File: src/rtl/exec_wb_buf.sv
// Two-entry skid buffer between the execute units and writeback.
// It also holds the architectural flags register, which commits on retire.
module exec_wb_buf #(
  parameter int W_OPR   = 32,
  parameter int W_FLAGS = 4,
  parameter int W_REG   = 4
) (
  input  logic               clk,
  input  logic               rst,
  input  logic               flush_i,
  input  logic               in_valid_i,
  output logic               in_ready_o,
  input  logic [W_OPR-1:0]   in_result_i,
  input  logic [W_FLAGS-1:0] in_flags_i,
  input  logic [W_REG-1:0]   in_rd_i,
  input  logic               in_we_i,
  input  logic               in_fwe_i,
  output logic               out_valid_o,
  input  logic               out_ready_i,
  output logic [W_OPR-1:0]   out_result_o,
  output logic [W_REG-1:0]   out_rd_o,
  output logic               out_we_o,
  output logic [W_FLAGS-1:0] flags_o,
  output logic [1:0]         count_o
);

  // Handshakes: a transfer happens on a rising edge where valid and ready
  // are both 1. Valid must not depend on ready, and in_ready_o is a pure
  // decode of registered state, so it has no path from out_ready_i.

  // The state encoding equals the occupancy, so count_o exposes the FSM.
  localparam logic [1:0] ST_EMPTY = 2'd0;
  localparam logic [1:0] ST_ONE   = 2'd1;
  localparam logic [1:0] ST_FULL  = 2'd2;

  logic [1:0]         state_q;
  logic [1:0]         state_d;

  logic [W_OPR-1:0]   head_result_q;
  logic [W_FLAGS-1:0] head_flags_q;
  logic [W_REG-1:0]   head_rd_q;
  logic               head_we_q;
  logic               head_fwe_q;

  logic [W_OPR-1:0]   skid_result_q;
  logic [W_FLAGS-1:0] skid_flags_q;
  logic [W_REG-1:0]   skid_rd_q;
  logic               skid_we_q;
  logic               skid_fwe_q;

  logic [W_FLAGS-1:0] flags_q;

  logic head_valid;
  logic skid_valid;
  logic push;
  logic pop;
  logic load_head_in;
  logic load_head_skid;
  logic load_skid;

  assign head_valid = (state_q != ST_EMPTY);
  assign skid_valid = (state_q == ST_FULL);

  assign in_ready_o = ~skid_valid;
  assign pop        = head_valid & out_ready_i;
  assign push       = in_valid_i & in_ready_o & ~flush_i;

  // A push only happens while skid is empty, so head is free for the new
  // entry whenever it is empty or leaving on this edge.
  assign load_head_in   = push & (~head_valid | pop);
  assign load_head_skid = pop & skid_valid;
  assign load_skid      = push & head_valid & ~pop;

  always_comb begin
    state_d = state_q;
    if (flush_i) begin
      state_d = ST_EMPTY;
    end else begin
      case (state_q)
        ST_EMPTY: if (push) state_d = ST_ONE;
        ST_ONE: begin
          if (push && !pop)      state_d = ST_FULL;
          else if (!push && pop) state_d = ST_EMPTY;
        end
        ST_FULL:  if (pop) state_d = ST_ONE;
        default:  state_d = ST_EMPTY;
      endcase
    end
  end

  always_ff @(posedge clk or posedge rst) begin
    if (rst) begin
      state_q <= ST_EMPTY;
    end else begin
      state_q <= state_d;
    end
  end

  always_ff @(posedge clk or posedge rst) begin
    if (rst) begin
      head_result_q <= '0;
      head_flags_q  <= '0;
      head_rd_q     <= '0;
      head_we_q     <= 1'b0;
      head_fwe_q    <= 1'b0;
    end else if (load_head_skid) begin
      head_result_q <= skid_result_q;
      head_flags_q  <= skid_flags_q;
      head_rd_q     <= skid_rd_q;
      head_we_q     <= skid_we_q;
      head_fwe_q    <= skid_fwe_q;
    end else if (load_head_in) begin
      head_result_q <= in_result_i;
      head_flags_q  <= in_flags_i;
      head_rd_q     <= in_rd_i;
      head_we_q     <= in_we_i;
      head_fwe_q    <= in_fwe_i;
    end
  end

  always_ff @(posedge clk or posedge rst) begin
    if (rst) begin
      skid_result_q <= '0;
      skid_flags_q  <= '0;
      skid_rd_q     <= '0;
      skid_we_q     <= 1'b0;
      skid_fwe_q    <= 1'b0;
    end else if (load_skid) begin
      skid_result_q <= in_result_i;
      skid_flags_q  <= in_flags_i;
      skid_rd_q     <= in_rd_i;
      skid_we_q     <= in_we_i;
      skid_fwe_q    <= in_fwe_i;
    end
  end

  // Writeback has seen a retire even in a flush cycle, so it still commits.
  always_ff @(posedge clk or posedge rst) begin
    if (rst) begin
      flags_q <= '0;
    end else if (pop && head_fwe_q) begin
      flags_q <= head_flags_q;
    end
  end

  assign out_valid_o  = head_valid;
  assign out_result_o = head_result_q;
  assign out_rd_o     = head_rd_q;
  assign out_we_o     = head_valid & head_we_q;
  assign flags_o      = flags_q;
  assign count_o      = state_q;

endmodule

File: config.mk
export PLATFORM = sky130hd
export DESIGN_NAME = exec_wb_buf
export DESIGN_NICKNAME = d
export VERILOG_FILES = /design/src/rtl/exec_wb_buf.sv
export SDC_FILE = /design/constraint.sdc
export NUM_CORES = 1
export LEC_CHECK = 0
export BUFFER_PORTS_ARGS = -buffer_cell sky130_fd_sc_hd__buf_4
export CORE_MARGIN = 1
export CORE_UTILIZATION = 58
export DETAILED_ROUTE_END_ITERATION = 7
export PLACE_DENSITY = 0.84
export SETUP_SLACK_MARGIN = 0.15
export SLEW_MARGIN = 25
export SYNTH_ARGS = -nofsm -noshare
export SYNTH_HDL_FRONTEND = slang
export SYNTH_SLANG_ARGS = --single-unit
File: constraint.sdc
create_clock -name clk -period 4.25 [get_ports clk]
set_input_delay 0.425 -clock clk [delete_from_list [all_inputs] [get_ports clk]]
set_output_delay 0.425 -clock clk [all_outputs]
set_load 0.05 [all_outputs]
* Yosys cells after proc, flatten, opt, wreduce, memory -nomap -nowiden
Cells that the tools add are included.
** Storage, ports and cells
- Flip-flop bits (word level) :: 90
- Output and inout port bits :: 45
** Operators by class
- Reductions and logical operators :: 9
- Equality and inequality tests :: 5
- Mux-type cells :: 16
- Bitwise gates (word level) :: 13
** Operator list (count)
- 32-bit two-way mux :: 2
- 4-bit two-way mux :: 4
- 2-bit two-way mux :: 5
- 1-bit AND :: 8
- 2-bit one-hot mux with 3 select lines :: 1
- 1-bit two-way mux :: 4
- 4-bit inequality test, second input constant :: 1
- 1-bit NOT :: 4
- 2-bit nonzero test :: 2
- 1-bit logical AND :: 3
- 3-bit by 2-bit inequality test with 1-bit output, second input constant :: 1
- 3-bit inequality test, second input constant :: 1
- 3-bit AND reduction :: 1
- 2-bit by 1-bit == test with 1-bit output, second input constant :: 1
- 2-bit == test, second input constant :: 1
- 1-bit zero test :: 2
- 2-bit zero test :: 1
- 1-bit bitwise OR :: 1

* Logic depth before layout (Yosys ltp)
- Depth in word-level cells :: 10
- Depth in mapped cells :: 5

* Worst setup path before layout
Ideal clock, no wire load.
- Path kind :: register to output
- Start point :: register state_q[1], in the netlist count_o[1]
- End point :: output port out_we_o
- Stages on the path, launching flop included :: 4
- Arrival time :: 1662 ps
- Slack :: 2163 ps
- Cells stage by stage :: dfrtp_1 or2_0 buf_2 and2_1
** Between the ends
- Cells in the longest elaborated chain, start to end :: 2
** Ends and longest elaborated chain
- start: declaration :: line 36 : logic [1:0] state_q;
- start signal: assignment :: line 95 : state_q <= state_d;
- 2-bit nonzero test :: line 61 : assign head_valid = (state_q != ST_EMPTY);
- net out_valid_o :: line 18 : output logic out_valid_o,
- 1-bit AND :: line 149 : assign out_we_o = head_valid & head_we_q;
- end: declaration :: line 22 : output logic out_we_o,
The timed path passes the listed nets, and every way through them passes these cells.

* Final worst setup path
- Start point :: register state_q[0], in the netlist count_o[0]
- End point :: register head_result_q[13], in the netlist out_result_o[13]
** Between the ends
- Cells in the longest elaborated chain, start to end :: 6
** Ends and longest elaborated chain
- 2-bit == test :: line 62 : assign skid_valid = (state_q == ST_FULL);
- 1-bit NOT :: line 64 : assign in_ready_o = ~skid_valid;
- 1-bit AND (2 in series) :: line 66 : assign push = in_valid_i & in_ready_o & ~flush_i;
- 1-bit AND :: line 70 : assign load_head_in = push & (~head_valid | pop);
- 2-bit nonzero test (no source line)
- end signal: assignment :: line 107 : head_result_q <= skid_result_q;
- end signal: assignment :: line 113 : head_result_q <= in_result_i;
- end: declaration :: line 39 : logic [W_OPR-1:0] head_result_q;
Several ways; a longest one is shown, not always the timed one.
A chain may end at the register's enable or synchronous reset.

==> results.py <==
metrics = {
    "timing": {
        "fin_worst_skew_ns": 0.00689,
        "slew_headroom_pct": 54.6,
        "setup_viol": 0,
        "fin_crit_sh_pct": 61.3,
        "min_period_ns": 2.61,
        "max_freq_mhz": 384,
        "final_max_slew_viol_count": 0,
        "hold_viol": 0,
        "tns_ns": 0,
        "tightest_slew_ns": 0.678,
        "rsz0062_at_grt": "no",
    },
    "logic_synthesis": {
        "ys_ff_latch": 90,
        "syn_inst": 252,
        "synth_warnings": 0,
        "yosysTopAreaCellShare_pct": 56.2,
        "syn_area_sq_um": 4000,
        "synth-xor-area-share_pct": 0,
        "synth_area_leaders": "dfrtp_1, mux2_2, mux2_4",
        "synth_top_family_by_area": "multiplexers",
        "synth_compound_area_share_pct": 1.09,
        "muxShareOfSynthArea_pct": 37.5,
        "post-synth-top-area-cell": "dfrtp_1",
        "syn_area_per_cell_sq_um": 15.9,
        "seq_area_frac_synth_pct": 56.2,
        "synth_flop_cell": "dfrtp_1",
        "synth-edff-count": 0,
        "synth_fp_nets": 299,
        "async_flop_share_pct": 100,
        "synthAdderAreaFrac_pct": 0,
        "yosysUniqueCellTypes": 25,
        "synth_simple_gate_area_share_pct": 2.38,
    },
    "cells_and_area": {
        "final_core_util_pct": 76.2,
        "area_delta_synth_final_pct": 23.6,
        "drive_above_1_share_pct": 69.3,
        "antenna_cells": 0,
        "stdcell_count": 426,
        "final_nets": 391,
    },
    "floorplanning": {
        "start_util_pct": 61.6,
        "die_x_um": 85.1,
        "io_pins": 92,
        "die_height_um": 85.1,
        "die_area_sq_um": 7240,
        "rows": 29,
        "coreArea_sq_um": 6490,
    },
    "power_and_ir_drop": {
        "p_total_mw": 2.72,
        "peakVddDrop_mv": 0.289,
        "power_density_nw_per_um2": 550,
        "p_leak_nw": 2.27,
    },
    "detailed_routing": {
        "drtPass1Iterations": 4,
        "wire_per_inst_um": 17.5,
        "drtAntennaViolNets": 0,
        "vias": 2388,
        "post-route-drc-count": 0,
        "drt_first_iter_violations": 104,
        "routed_wl_um": 7470,
        "viasPerCell": 5.61,
    },
    "grt": {
        "gr-usage-met2_pct": 38.7,
        "use_met1_pct": 27.3,
        "busiest_layer": "met2",
        "grt_max_degree": 64,
        "grt_pass1_wl_um": 12400,
        "grt_pass1_vias": 2610,
        "grt_usage_pct": 22.6,
        "global_route.overflow_total": 0,
        "grtUsageMet3_pct": 6.32,
        "antenna_found_initial": 0,
    },
    "clocking": {
        "clk_pin_slew_ns": 0.08,
        "clk_path_buf_depth": 2,
        "cts_htree_levels": 3,
        "clock_latency_ns": 0.35,
        "cts_hold_buffers": 0,
        "cts_buffers": 9,
        "cts_tree": "done",
        "cts_resized": 0,
        "cts-root-buf": "clkbuf_8",
        "cts_sinks": 90,
        "cts_setup_buffers": 0,
    },
    "placed_design": {
        "gp_congestion": 0.700,
        "io_buffers": 91,
        "dp_cells": 410,
        "dpl.hpwl_um": 4950,
    },
    "worst_setup_path": {
        "worstSetupStartpointType": "register",
        "rr_worst_depth": 4,
        "required_ns": 4.48,
        "worstSetupPathType": "reg2reg",
        "endpoint_kind": "register",
        "worstPathMaxFanout": 43,
        "critPathArrivalTime_ns": 2.84,
        "r2r_setup_slack_ns": 1.64,
    },
    "worst_hold_path": {
        "hold_path.class": "in2async",
    },
    "outcome": {
        "status": "completed",
    },
    "flow_run": {
        "drv_cap": 0,
    },
}
flip-flops by register name, summed over array words and instances (netlist names):
name,cells
count_o,2
flags_o,4
head_flags_q,4
head_fwe_q,1
head_we_q,1
out_rd_o,4
out_result_o,32
skid_flags_q,4
skid_fwe_q,1
skid_rd_q,4
skid_result_q,32
skid_we_q,1
cell usage in the layout (no fill, tap or decap):
| cell type | count |
|---|---|
| mux2_2 | 120 |
| buf_4 | 95 |
| dfrtp_1 | 90 |
| clkbuf_8 | 9 |
| mux2_4 | 7 |
| mux2_1 | 3 |
| bufinv_16 | 3 |
| nand3b_1 | 2 |
| clkbuf_1 | 2 |
| nand3b_4 | 1 |
| nand2b_1 | 1 |
| or2_0 | 1 |
| o211ai_4 | 1 |
| mux2i_1 | 1 |
| nor2_1 | 1 |
| nand2_1 | 1 |
| or3b_2 | 1 |
| a21oi_1 | 1 |
| o21ba_2 | 1 |
| nand3_1 | 1 |
| nor3b_4 | 1 |
| or2b_1 | 1 |
| and2_1 | 1 |
| clkinv_4 | 1 |
| a211oi_1 | 1 |
| clkinv_2 | 1 |
| clkinvlp_4 | 1 |
worst max-delay path, stage by stage (launching register included):
cell      delay, ns
dfrtp_1        0.46
nand3b_4       0.62
o211ai_4       0.55
buf_4          0.46
mux2_2         0.39
logic make-up after synthesis:
family                 count (synthesis)
buffers and inverters                 15
muxes                                131
DFF                                   90
and+or+nand+nor                       12
AOI/OAI and AO/OA                      4
power by group:
| group | leakage, nW | switching [mW] | internal [mW] |
|---|---|---|---|
| registers | 1.08 | 0.117 | 1.07 |
| logic | 1.08 | 0.502 | 0.353 |
| clock network | 0.114 | 0.289 | 0.390 |
| total | 2.27 | 0.908 | 1.82 |
path summary, 6_finish.rpt:
path,from,to
setup / recovery,count_o[0]$_DFFE_PP0P_,out_result_o[13]$_DFFE_PP0P_
hold / removal,rst,skid_result_q[27]$_DFFE_PP0P_
setup reg to reg,count_o[0]$_DFFE_PP0P_,out_result_o[13]$_DFFE_PP0P_
hold reg to reg,skid_result_q[4]$_DFFE_PP0P_,skid_result_q[4]$_DFFE_PP0P_
max in group asynchronous,rst,head_flags_q[2]$_DFFE_PP0P_
min in group clk,flush_i,count_o[1]$_DFFE_PP0P_
synthesized netlist by cell type (all sizes together) (3+ instances only):
cell type    n
dfrtp       90
nand3b       3
mux2       130
buf         14
per-stage QoR:
| stage | hold slack, ns | setup WS (ns) | area (sq um) |
|---|---|---|---|
| 2_1_floorplan | 0.454 | 1.49 | 4000 |
| 3_3_place_gp | 0.465 | 1.59 | 4710 |
| 3_5_place_dp | 0.478 | 1.57 | 4720 |
| 4_1_cts | 0.131 | 1.60 | 4950 |
| 5_1_grt | 0.148 | 1.48 | 4950 |
| 6_report | 0.114 | 1.64 | 4950 |
layout make-up:
class,count,area (sq um)
Clock buffer,11,131
Clock inverter,5,103
Fill cell,413,1550
Inverter,1,8.76
Multi-Input combinational cell,147,1650
Sequential cell,90,2250
Tap cell,77,96.3
Timing Repair Buffer,95,713
routing by layer:
layer | vias up | share of wire (%)
met1 | 1226 | 42
met2 | 61 | 51
met4 | 0 | 1.2
met3 | 9 | 5.4
li1 | 1092 | -
met5 | - | 0
No activity file was read; power rests on OpenSTA's default activity.
